File: src/rtl/fpu_ctrl_pkg.sv
// Shared encodings for the FP issue controller: RISC-V opcode/funct7/rm values,
// datapath operation codes, FFLAGS bit positions and the controller FSM states.
// Imported by the decoder and the top-level controller.
package fpu_ctrl_pkg;

    // Major opcodes, instr[6:2]
    localparam logic [4:0] OP_FP    = 5'b10100;
    localparam logic [4:0] OP_MADD  = 5'b10000;
    localparam logic [4:0] OP_MSUB  = 5'b10001;
    localparam logic [4:0] OP_NMSUB = 5'b10010;
    localparam logic [4:0] OP_NMADD = 5'b10011;

    // OP-FP funct7 values, single precision
    localparam logic [6:0] FUNCT7_FADD    = 7'b0000000;
    localparam logic [6:0] FUNCT7_FSUB    = 7'b0000100;
    localparam logic [6:0] FUNCT7_FMUL    = 7'b0001000;
    localparam logic [6:0] FUNCT7_FDIV    = 7'b0001100;
    localparam logic [6:0] FUNCT7_FSQRT   = 7'b0101100;
    localparam logic [6:0] FUNCT7_FMINMAX = 7'b0010100;

    // R4 formats only carry fmt in funct7[1:0]; 00 = single
    localparam logic [1:0] FMT_S = 2'b00;

    // Rounding modes
    localparam logic [2:0] RM_RNE = 3'b000;
    localparam logic [2:0] RM_RTZ = 3'b001;
    localparam logic [2:0] RM_RDN = 3'b010;
    localparam logic [2:0] RM_RUP = 3'b011;
    localparam logic [2:0] RM_RMM = 3'b100;
    localparam logic [2:0] RM_DYN = 3'b111;

    // FFLAGS bit positions within {NV,DZ,OF,UF,NX}
    localparam int FFLAG_NX = 0;
    localparam int FFLAG_UF = 1;
    localparam int FFLAG_OF = 2;
    localparam int FFLAG_DZ = 3;
    localparam int FFLAG_NV = 4;

    typedef enum logic [3:0] {
        FU_ADD   = 4'd0,
        FU_SUB   = 4'd1,
        FU_MUL   = 4'd2,
        FU_DIV   = 4'd3,
        FU_SQRT  = 4'd4,
        FU_MIN   = 4'd5,
        FU_MAX   = 4'd6,
        FU_MADD  = 4'd7,
        FU_MSUB  = 4'd8,
        FU_NMSUB = 4'd9,
        FU_NMADD = 4'd10
    } fu_op_e;

    typedef enum logic [1:0] {
        ST_IDLE      = 2'd0,
        ST_EXEC      = 2'd1,
        ST_WAIT_DONE = 2'd2,
        ST_RESP      = 2'd3
    } state_e;

    function automatic int max4(input int a, input int b, input int c, input int d);
        int m;
        m = a;
        if (b > m) m = b;
        if (c > m) m = c;
        if (d > m) m = d;
        return m;
    endfunction

endpackage

File: src/rtl/fpu_op_decode.sv
// Purpose: combinational decode of opcode/funct7/rm into a datapath op, resolved
//          rounding mode, legality, variable-latency flag and fixed latency.
// Latency: zero (pure combinational). Backpressure: none, no handshake here.
// Ports: i_opcode/i_funct7/i_rm/i_frm in; o_legal, o_fu_op, o_rm, o_is_variable, o_lat out.
module fpu_op_decode
    import fpu_ctrl_pkg::*;
#(
    parameter int LAT_ADD    = 2,
    parameter int LAT_MUL    = 2,
    parameter int LAT_MINMAX = 1,
    parameter int LAT_FMA    = 3,
    parameter int CNT_W      = 3
) (
    input  logic [4:0]       i_opcode,
    input  logic [6:0]       i_funct7,
    input  logic [2:0]       i_rm,
    input  logic [2:0]       i_frm,
    output logic             o_legal,
    output fu_op_e           o_fu_op,
    output logic [2:0]       o_rm,
    output logic             o_is_variable,
    output logic [CNT_W-1:0] o_lat
);

    localparam logic [CNT_W-1:0] L_ADD    = CNT_W'(LAT_ADD);
    localparam logic [CNT_W-1:0] L_MUL    = CNT_W'(LAT_MUL);
    localparam logic [CNT_W-1:0] L_MINMAX = CNT_W'(LAT_MINMAX);
    localparam logic [CNT_W-1:0] L_FMA    = CNT_W'(LAT_FMA);

    logic       w_known;
    logic       w_minmax;
    logic       w_rm_ok;
    logic [2:0] w_rm_res;

    always_comb begin
        w_known       = 1'b1;
        w_minmax      = 1'b0;
        o_fu_op       = FU_ADD;
        o_is_variable = 1'b0;
        o_lat         = L_ADD;
        w_rm_res      = (i_rm == RM_DYN) ? i_frm : i_rm;

        case (i_opcode)
            OP_FP: begin
                case (i_funct7)
                    FUNCT7_FADD:  begin o_fu_op = FU_ADD;  o_lat = L_ADD; end
                    FUNCT7_FSUB:  begin o_fu_op = FU_SUB;  o_lat = L_ADD; end
                    FUNCT7_FMUL:  begin o_fu_op = FU_MUL;  o_lat = L_MUL; end
                    FUNCT7_FDIV:  begin o_fu_op = FU_DIV;  o_is_variable = 1'b1; end
                    FUNCT7_FSQRT: begin o_fu_op = FU_SQRT; o_is_variable = 1'b1; end
                    FUNCT7_FMINMAX: begin
                        // rm selects min vs max here; it is not a rounding mode
                        w_minmax = 1'b1;
                        o_lat    = L_MINMAX;
                        o_fu_op  = (i_rm == RM_RTZ) ? FU_MAX : FU_MIN;
                    end
                    default: w_known = 1'b0;
                endcase
            end
            OP_MADD:  begin o_fu_op = FU_MADD;  o_lat = L_FMA; w_known = (i_funct7[1:0] == FMT_S); end
            OP_MSUB:  begin o_fu_op = FU_MSUB;  o_lat = L_FMA; w_known = (i_funct7[1:0] == FMT_S); end
            OP_NMSUB: begin o_fu_op = FU_NMSUB; o_lat = L_FMA; w_known = (i_funct7[1:0] == FMT_S); end
            OP_NMADD: begin o_fu_op = FU_NMADD; o_lat = L_FMA; w_known = (i_funct7[1:0] == FMT_S); end
            default:  w_known = 1'b0;
        endcase

        // Rounding ops accept RNE..RMM after dynamic resolution; min/max only 000/001 raw
        if (w_minmax) begin
            w_rm_ok = (i_rm == RM_RNE) || (i_rm == RM_RTZ);
            o_rm    = i_rm;
        end else begin
            w_rm_ok = (w_rm_res <= RM_RMM);
            o_rm    = w_rm_res;
        end

        o_legal = w_known & w_rm_ok;
    end

endmodule

File: src/rtl/fpu_issue_ctrl.sv
// Purpose: issue/sequencing controller between FP decode and the FP ALU datapath;
//          decodes, starts the datapath, times completion, returns a response and
//          accumulates sticky FFLAGS.
// Latency: start pulse at T0+1; response at T0+1+LAT (fixed ops), cycle after
//          fu_done_i (div/sqrt), T0+1 (illegal).
// Backpressure: one op in flight; req_ready_o only in IDLE; response held until resp_ready_i.
// Ports: req_* in/out handshake with decode, fu_* to/from datapath, resp_* to consumer,
//        fflags_acc_o/fflags_clr_i sticky flag accumulator, busy_o = not IDLE.
module fpu_issue_ctrl
    import fpu_ctrl_pkg::*;
#(
    parameter int LAT_ADD    = 2,
    parameter int LAT_MUL    = 2,
    parameter int LAT_MINMAX = 1,
    parameter int LAT_FMA    = 3
) (
    input  logic       clk,
    input  logic       rst,
    input  logic       req_valid_i,
    output logic       req_ready_o,
    input  logic [4:0] opcode_i,
    input  logic [6:0] funct7_i,
    input  logic [2:0] rm_i,
    input  logic [4:0] rd_i,
    input  logic [2:0] fcsr_frm_i,
    output logic       fu_start_o,
    output logic [3:0] fu_op_o,
    output logic [2:0] fu_rm_o,
    input  logic       fu_done_i,
    input  logic [4:0] fu_fflags_i,
    output logic       resp_valid_o,
    input  logic       resp_ready_i,
    output logic [4:0] resp_rd_o,
    output logic       resp_illegal_o,
    output logic [4:0] resp_fflags_o,
    output logic [4:0] fflags_acc_o,
    input  logic       fflags_clr_i,
    output logic       busy_o
);

    localparam int MAX_LAT = max4(LAT_ADD, LAT_MUL, LAT_MINMAX, LAT_FMA);
    localparam int CNT_W   = $clog2(MAX_LAT) + 1;

    logic             w_legal;
    fu_op_e           w_fu_op;
    logic [2:0]       w_rm;
    logic             w_is_var;
    logic [CNT_W-1:0] w_lat;

    state_e           r_state;
    logic [CNT_W-1:0] r_cnt;
    fu_op_e           r_fu_op;
    logic [2:0]       r_fu_rm;
    logic             r_start;
    logic             r_resp_valid;
    logic [4:0]       r_rd;
    logic             r_illegal;
    logic [4:0]       r_fflags;
    logic [4:0]       r_acc;

    fpu_op_decode #(
        .LAT_ADD    (LAT_ADD),
        .LAT_MUL    (LAT_MUL),
        .LAT_MINMAX (LAT_MINMAX),
        .LAT_FMA    (LAT_FMA),
        .CNT_W      (CNT_W)
    ) u_dec (
        .i_opcode      (opcode_i),
        .i_funct7      (funct7_i),
        .i_rm          (rm_i),
        .i_frm         (fcsr_frm_i),
        .o_legal       (w_legal),
        .o_fu_op       (w_fu_op),
        .o_rm          (w_rm),
        .o_is_variable (w_is_var),
        .o_lat         (w_lat)
    );

    always_ff @(posedge clk) begin
        if (rst) begin
            r_state      <= ST_IDLE;
            r_cnt        <= '0;
            r_fu_op      <= FU_ADD;
            r_fu_rm      <= '0;
            r_start      <= 1'b0;
            r_resp_valid <= 1'b0;
            r_rd         <= '0;
            r_illegal    <= 1'b0;
            r_fflags     <= '0;
            r_acc        <= '0;
        end else begin
            r_start <= 1'b0;

            // Clear takes effect before the OR so a coincident handshake leaves only this op's flags
            if ((r_state == ST_RESP) && resp_ready_i) begin
                r_acc <= (fflags_clr_i ? 5'b0 : r_acc) | r_fflags;
            end else if (fflags_clr_i) begin
                r_acc <= '0;
            end

            case (r_state)
                ST_IDLE: begin
                    if (req_valid_i) begin
                        r_rd <= rd_i;
                        if (w_legal) begin
                            r_fu_op <= w_fu_op;
                            r_fu_rm <= w_rm;
                            r_start <= 1'b1;
                            r_cnt   <= w_lat;
                            r_state <= w_is_var ? ST_WAIT_DONE : ST_EXEC;
                        end else begin
                            r_illegal    <= 1'b1;
                            r_fflags     <= '0;
                            r_resp_valid <= 1'b1;
                            r_state      <= ST_RESP;
                        end
                    end
                end
                ST_EXEC: begin
                    if (r_cnt == CNT_W'(1)) begin
                        r_fflags     <= fu_fflags_i;
                        r_illegal    <= 1'b0;
                        r_resp_valid <= 1'b1;
                        r_state      <= ST_RESP;
                    end else begin
                        r_cnt <= r_cnt - CNT_W'(1);
                    end
                end
                ST_WAIT_DONE: begin
                    // A done seen in the start cycle belongs to no op of ours
                    if (fu_done_i && !r_start) begin
                        r_fflags     <= fu_fflags_i;
                        r_illegal    <= 1'b0;
                        r_resp_valid <= 1'b1;
                        r_state      <= ST_RESP;
                    end
                end
                ST_RESP: begin
                    if (resp_ready_i) begin
                        r_resp_valid <= 1'b0;
                        r_state      <= ST_IDLE;
                    end
                end
                default: r_state <= ST_IDLE;
            endcase
        end
    end

    assign req_ready_o    = (r_state == ST_IDLE);
    assign busy_o         = (r_state != ST_IDLE);
    assign fu_start_o     = r_start;
    assign fu_op_o        = r_fu_op;
    assign fu_rm_o        = r_fu_rm;
    assign resp_valid_o   = r_resp_valid;
    assign resp_rd_o      = r_rd;
    assign resp_illegal_o = r_illegal;
    assign resp_fflags_o  = r_fflags;
    assign fflags_acc_o   = r_acc;

endmodule

File: config.mk
export PLATFORM = sky130hd
export DESIGN_NAME = fpu_issue_ctrl
export DESIGN_NICKNAME = d
export VERILOG_FILES = /design/src/rtl/fpu_ctrl_pkg.sv /design/src/rtl/fpu_op_decode.sv /design/src/rtl/fpu_issue_ctrl.sv
export SDC_FILE = /design/constraint.sdc
export NUM_CORES = 1
export LEC_CHECK = 0
export ABC_AREA = 1
export CAP_MARGIN = 20
export CORE_MARGIN = 2
export CORE_UTILIZATION = 45
export DETAILED_ROUTE_END_ITERATION = 16
export GPL_TIMING_DRIVEN = 0
export PLACE_DENSITY = 0.8
export SLEW_MARGIN = 20
export SYNTH_ARGS = -nofsm -noshare
export SYNTH_HDL_FRONTEND = slang
export SYNTH_SLANG_ARGS = --single-unit
File: constraint.sdc
create_clock -name clk -period 2.3 [get_ports clk]
set_input_delay 0.46 -clock clk [delete_from_list [all_inputs] [get_ports clk]]
set_output_delay 0.46 -clock clk [all_outputs]
set_load 0.03 [all_outputs]
==> summary.txt <==
Run status
  • Status: finished clean

Worst setup path
  • Crit path kind: flop to output pin
  • Crit-path max cell delay: 0.42 ns
  • CP Capture Type: output pin
  • Crit path max-delay cell type: dfxtp_1
  • Worst setup SP type: flop
  • Worst Path Arrival: 1.71 ns
  • CP Cell Sequence: inv_1 -> ha_1 -> buf_2 -> inv_1 -> dlygate4sd2_1
  • R2R Setup Slk: 0.31 ns
  • Reg-to-Reg Start: r_state[0]
  • Reg2reg end: r_state[1]
  • R2r worst-path depth: 10
  • Req. time, crit path: 1.84 ns
  • CP dominant cell by count: inv_1
  • Critical path peak fanout: 7

Floorplanning
  • # rows: 22
  • Initial core utilization: 47.5%
  • # IOs: 61
  • Die ar.: 4440 um2
  • Chip height: 66.6 um
  • Die Wd: 66.6 um
  • Core ar.: 3720 um2

Finish
  • Ant. Diodes: 0
  • Reg area: 601 um2
  • Final Net Count: 370
  • Layout area overhead: 42.0%
  • Multi-input gate area: 1010 um2
  • Fill cells: 328
  • Finished Cell Area: 2510 um2
  • Layout cells sized above 1: 8.18%

Clock tree
  • TritonCTS clock tree: built
  • Clock transition at the registers of the reported paths: 0.06 ns
  • CTS Buf Count: 5
  • Skew-Pair Late Insertion Delay: 0.28 ns
  • Clk root buf: clkbuf_8
  • # H-tree levels: 2
  • Clk buf depth: 2
  • CTS sink cnt: 30
  • # hold bufs at CTS: 0

Routing
  • Vias per std cell: 4.85
  • Final wirelength: 4280 um
  • DRT iter0 DRCs: 93
  • Drt pass-1 iters: 4
  • Via count: 1,833
  • Drt drc: 0
  • WL per Instance: 11.3 um
  • Final ANT Viol Nets: 0

Global route
  • Vias in the first global route: 1,705
  • Tot GR Track Use: 21.3%
  • Pin count of the biggest net entering global routing: 11
  • Initial antenna violation count: 0
  • GRT Residual Overflow: 0
  • First-pass GRT wire length: 7360 um

Logic synthesis
  • Ys async rst share: 0%
  • Top cell type's share of synthesized area: 34.0%
  • Sequential element share of the synthesized area: 34.0%
  • Yosys cell types: 26
  • Mapped Cells: 263
  • Post-synth EDFFs: 0
  • Seq cells post-synth: 30
  • Dominant cell type by area after synthesis: dfxtp_1
  • Commonest cells in the netlist: nand2_1, inv_1, dfxtp_1
  • Top FF cell, synth: dfxtp_1
  • Yosys warns: 0
  • Post-Syn Nets: 304
  • Area of the mapped netlist: 1770 um2
  • Syn Area/Cell: 6.71 um2
  • Most common cell in the netlist: nand2_1
  • Synth top area cells: dfxtp_1, nand2_1, inv_1

Timing
  • Final Critical Period: 2.17 ns
  • Max-slew headroom: 64.6%
  • Worst Tran Pin Value: 0.530 ns
  • Clock Skews: 0.00520 ns
  • Hold Fails Final Rpt: 0
  • Fmax: 461 MHz
  • # setup viols final: 0
  • Setup TNS: 0 ns
  • Final period utilization: 94.3%
  • RSZ-0062 raised after global routing: no
  • Final slew viol count: 0

Place
  • Placer Congestion: 0.856
  • HPWL after detailed placement: 3360 um
  • Placement Cell Area: 2420 um2
  • # port buffers: 59

Min path
  • Worst Hold End: fflags_acc_o[2]
  • Hold Crit Start: fflags_acc_o[2]
  • Min-delay worst type: flop to flop
  • Hold depth: 2

Flow run
  • Max-Cap Viols: 0

Power
  • Pwr dens: 924 nW/um2
  • Leakage power total: 1.09 nW
  • VDD IR max: 0.733 mV
## worst max path at each step
stage | from | endpoint | slack [ns] | cells past startpoint
global placement | opcode_i[1] | resp_fflags_o[3] | 0.07 | 11
detailed placement | opcode_i[1] | resp_fflags_o[4] | 0.05 | 11
floorplan | r_state[0] | r_state[1] | 0.27 | 10
global route | r_state[0] | busy_o | 0.01 | 5
finish | r_state[0] | busy_o | 0.13 | 5
CTS | r_state[0] | busy_o | 0.11 | 5
## metrics by stage
stage | total power, mW | hold WS [ns] | utilization, % | worst slack (ns) | cells
floorplan | 1.51 | 0.452 | - | 0.275 | 263
global placement | 1.87 | 0.452 | 65.0 | 0.0739 | 370
detailed placement | 1.89 | 0.455 | 65.0 | 0.0485 | 370
CTS | 2.32 | 0.465 | 67.4 | 0.115 | 378
global route | 2.52 | 0.478 | 67.4 | 0.0132 | 378
finish | 2.32 | 0.463 | 67.4 | 0.131 | 378
## final cells by class
| cell class | count | area share (%) |
|---|---|---|
| sequential | 30 | 24.0 |
| buffer | 5 | 0.799 |
| clock inverter | 1 | 0.200 |
| clock buffer | 7 | 3.44 |
| tap | 48 | 2.40 |
| multi-input combinational | 192 | 40.2 |
| timing repair buffer | 59 | 23.5 |
| inverter | 36 | 5.44 |
## logic make-up (layout without fill, tap and decap cells)
kind of cell    after synthesis  in the layout  synth area share [%]
simple gates                142            142                  39.3
compound gates               42             42                  12.4
buf+inv                      41            108                  8.86
flops                        30             30                  34.0
fa+ha+maj                     7              7                  4.96
xor+xnor                      1              1                 0.496
## cells in the final DEF, fill, tap and decap left out
master	count
xnor2_1	1
nor2_4	2
dfxtp_1	30
o21ai_1	1
clkbuf_8	6
a21oi_1	22
o2111ai_1	1
nand2_1	73
nor2_1	28
nand3_4	1
buf_2	1
nor3_1	3
o21ai_0	15
o31ai_1	1
clkdlybuf4s50_1	58
nand2_4	1
ha_1	7
nor3_4	1
nand4_1	1
nand4_4	3
nor2_2	4
clkinv_2	2
dlygate4sd2_1	1
nand3_1	19
nand2_2	5
clkbuf_1	5
inv_1	35
o22ai_1	2
nand3_2	1
## power by group
group,switching [mW],internal (mW)
registers,0.0825,0.626
clock network,0.193,0.241
logic,0.720,0.453
## sequential cells by signal, summed over array words and instances (netlist names), 2 cells and up
register       count
resp_rd_o          5
r_state            2
resp_fflags_o      5
fu_op_o            4
fu_rm_o            3
r_cnt              3
fflags_acc_o       5
## critical path: cells and delay by family, from the launching register on
kind | cells | cell delay (ns)
buf+inv | 4 | 0.78
flops | 1 | 0.42
fa+ha+maj | 1 | 0.23
## layer usage
metal  vias up  routed length, um  GRT usage [%]
li1        977                  -              -
met1       814               2020           26.3
met2        35               1990           36.1
met3         7                221           5.74
met4         0                 46           6.12
met5         -                  0              0
## repair_timing
action / 4_1_cts / 5_1_grt
gates resized for setup: 1 / 0
buffers inserted: 0 / 0
endpoints found under the setup margin: 1 / 0
(Power assumes the default switching activity.)
==> RTL edit, RTL diff (same flow settings) <==
Put one more register stage on the output `resp_fflags_o`, with the module's reset. The value now appears one clock later. The other outputs are not delayed to match.
--- a/src/rtl/fpu_issue_ctrl.sv
+++ b/src/rtl/fpu_issue_ctrl.sv
@@ -154,7 +154,13 @@
     assign resp_valid_o   = r_resp_valid;
     assign resp_rd_o      = r_rd;
     assign resp_illegal_o = r_illegal;
-    assign resp_fflags_o  = r_fflags;
+    always_ff @(posedge clk) begin
+        if (rst) begin
+            resp_fflags_o <= '0;
+        end else begin
+            resp_fflags_o <= r_fflags;
+        end
+    end
     assign fflags_acc_o   = r_acc;
 
 endmodule
Behaviour: not the same (a bounded check fails within 4 cycles, from zero or initial values and one cycle with rst high).
==> RTL edit against the unedited design <==
Combinational power shrank 11%; sequential share of layout area up 2.6 points; power increased by 3.4%; worst setup slack got worse by 0.0093 ns; routed wire length decreased by 0.12%; sequential cell count increased by 5; critical path depth is 1 lower; via count down 1.5%; area after synthesis rose by 5.4%; final area is 5.3% higher; critical path type unchanged.
==> RTL edit: results (changes against the unedited design) <==
min_path:
  hold_path_end: "fflags_acc_o[0]$_SDFF_PP0_"
  hold_path.startpoint: "fflags_acc_o[0]$_SDFF_PP0_"
sta:
  skew_ns: 0.00629  # +0.00108 ns
  holdWs_ns: 0.463  # +0.000413 ns
  period_share_pct: 94.7  # +0.40 points
  relSlewSlack_pct: 71.2  # +6.5 points
finish:
  fillers: 349  # +6.4%
  area_growth_pct: 41.8  # about the same
  drive_gt1_share_pct: 11.0  # +2.8 points
logic_synthesis:
  syn_inst: 250  # -4.9%
  synth-seq-area-share_pct: 37.7  # +3.6 points
  synth_common_cells: "nand2_1 (47), nor2_1 (38), dfxtp_1 (35)"
  synth.distinct_cells: 32  # +23%
power:
  ir_drop_v: 0.000700  # -4.6%
  p_sw_uw: 931  # -6.5%
  power_leakage_uw: 0.00116  # +5.7%
critical_path:
  r2r-end: "r_fflags[3]$_SDFFE_PP0P_"
  cp_max_fo: 8  # +1
placement:
  dp_slack_ns: 0.146  # +0.0980 ns
  dp_hpwl_um: 3330  # -0.88%
  placed_area_um2: 2520  # +4.5%
outcome:
  outcome: "completed"
routing:
  via_count: 1806  # -1.5%
  wire_per_inst_um: 11.6  # +2.6%
  viasPerCell: 4.91  # +1.2%
  drtIter0Drc: 77  # -17%
grt:
  grt_pass1_vias: 1663  # -2.5%
  track_usage_pct: 19.8  # -1.5 points
  grt_max_degree: 12  # +1
RTL edit: cell count changes in the layout (fill, tap and decap cells not counted), sizes merged, moves of 2 or more:
cell / before / now
nand2: 79 / 56
a21oi: 22 / 12
o21ai: 16 / 26
nand3: 21 / 13
nor2: 34 / 42
clkbuf: 11 / 6
dfxtp: 30 / 35
o22ai: 2 / 6
nor3: 4 / 2
o211ai: 0 / 2
RTL edit: what timing repair did:
item / CTS / global route
gates resized for setup: 2 / 0
hold endpoints to repair: 0 / 0
endpoints found under the setup margin: 2 / 0
RTL edit: routing by layer:
layer  vias to the layer above  track usage (%)  wire length [um]
met5                         -                0                 0
met4                         0             6.75                46
met3                         6             5.76               272
met2                        50             34.0              2060
met1                       809             23.6              1900
li1                        941                -                 -
RTL edit: cell type report:
class | instances | share of cell area [%]
clock inverter | 2 | 1.33
sequential | 35 | 26.6
multi-input combinational | 176 | 38.2
clock buffer | 6 | 3.13
inverter | 37 | 5.26
timing repair buffer | 60 | 22.7
tap | 50 | 2.37
buffer | 2 | 0.474
RTL edit: logic make-up (layout without fill, tap and decap cells):
group	after synthesis	after routing	synth area share, %
simple gates	119	119	33.6
compound gates	49	49	15.5
buf+inv	39	107	8.14
flops	35	35	37.7
fa+ha+maj	7	7	4.71
xor+xnor	1	1	0.471
RTL edit: power by group through the flow:
stage	clock, uW	sequential [uW]	combinational, uW
after floorplan	0	895	594
after global placement	0	797	1010
after detailed placement	0	801	1040
after CTS	576	790	1040
after global routing	599	802	1140
final	568	791	1040
RTL edit: tightest hold or removal path, cell delays in order, from the launching register on:
cell     delay (ns)
dfxtp_1        0.31
inv_1          0.05
o22ai_1        0.06
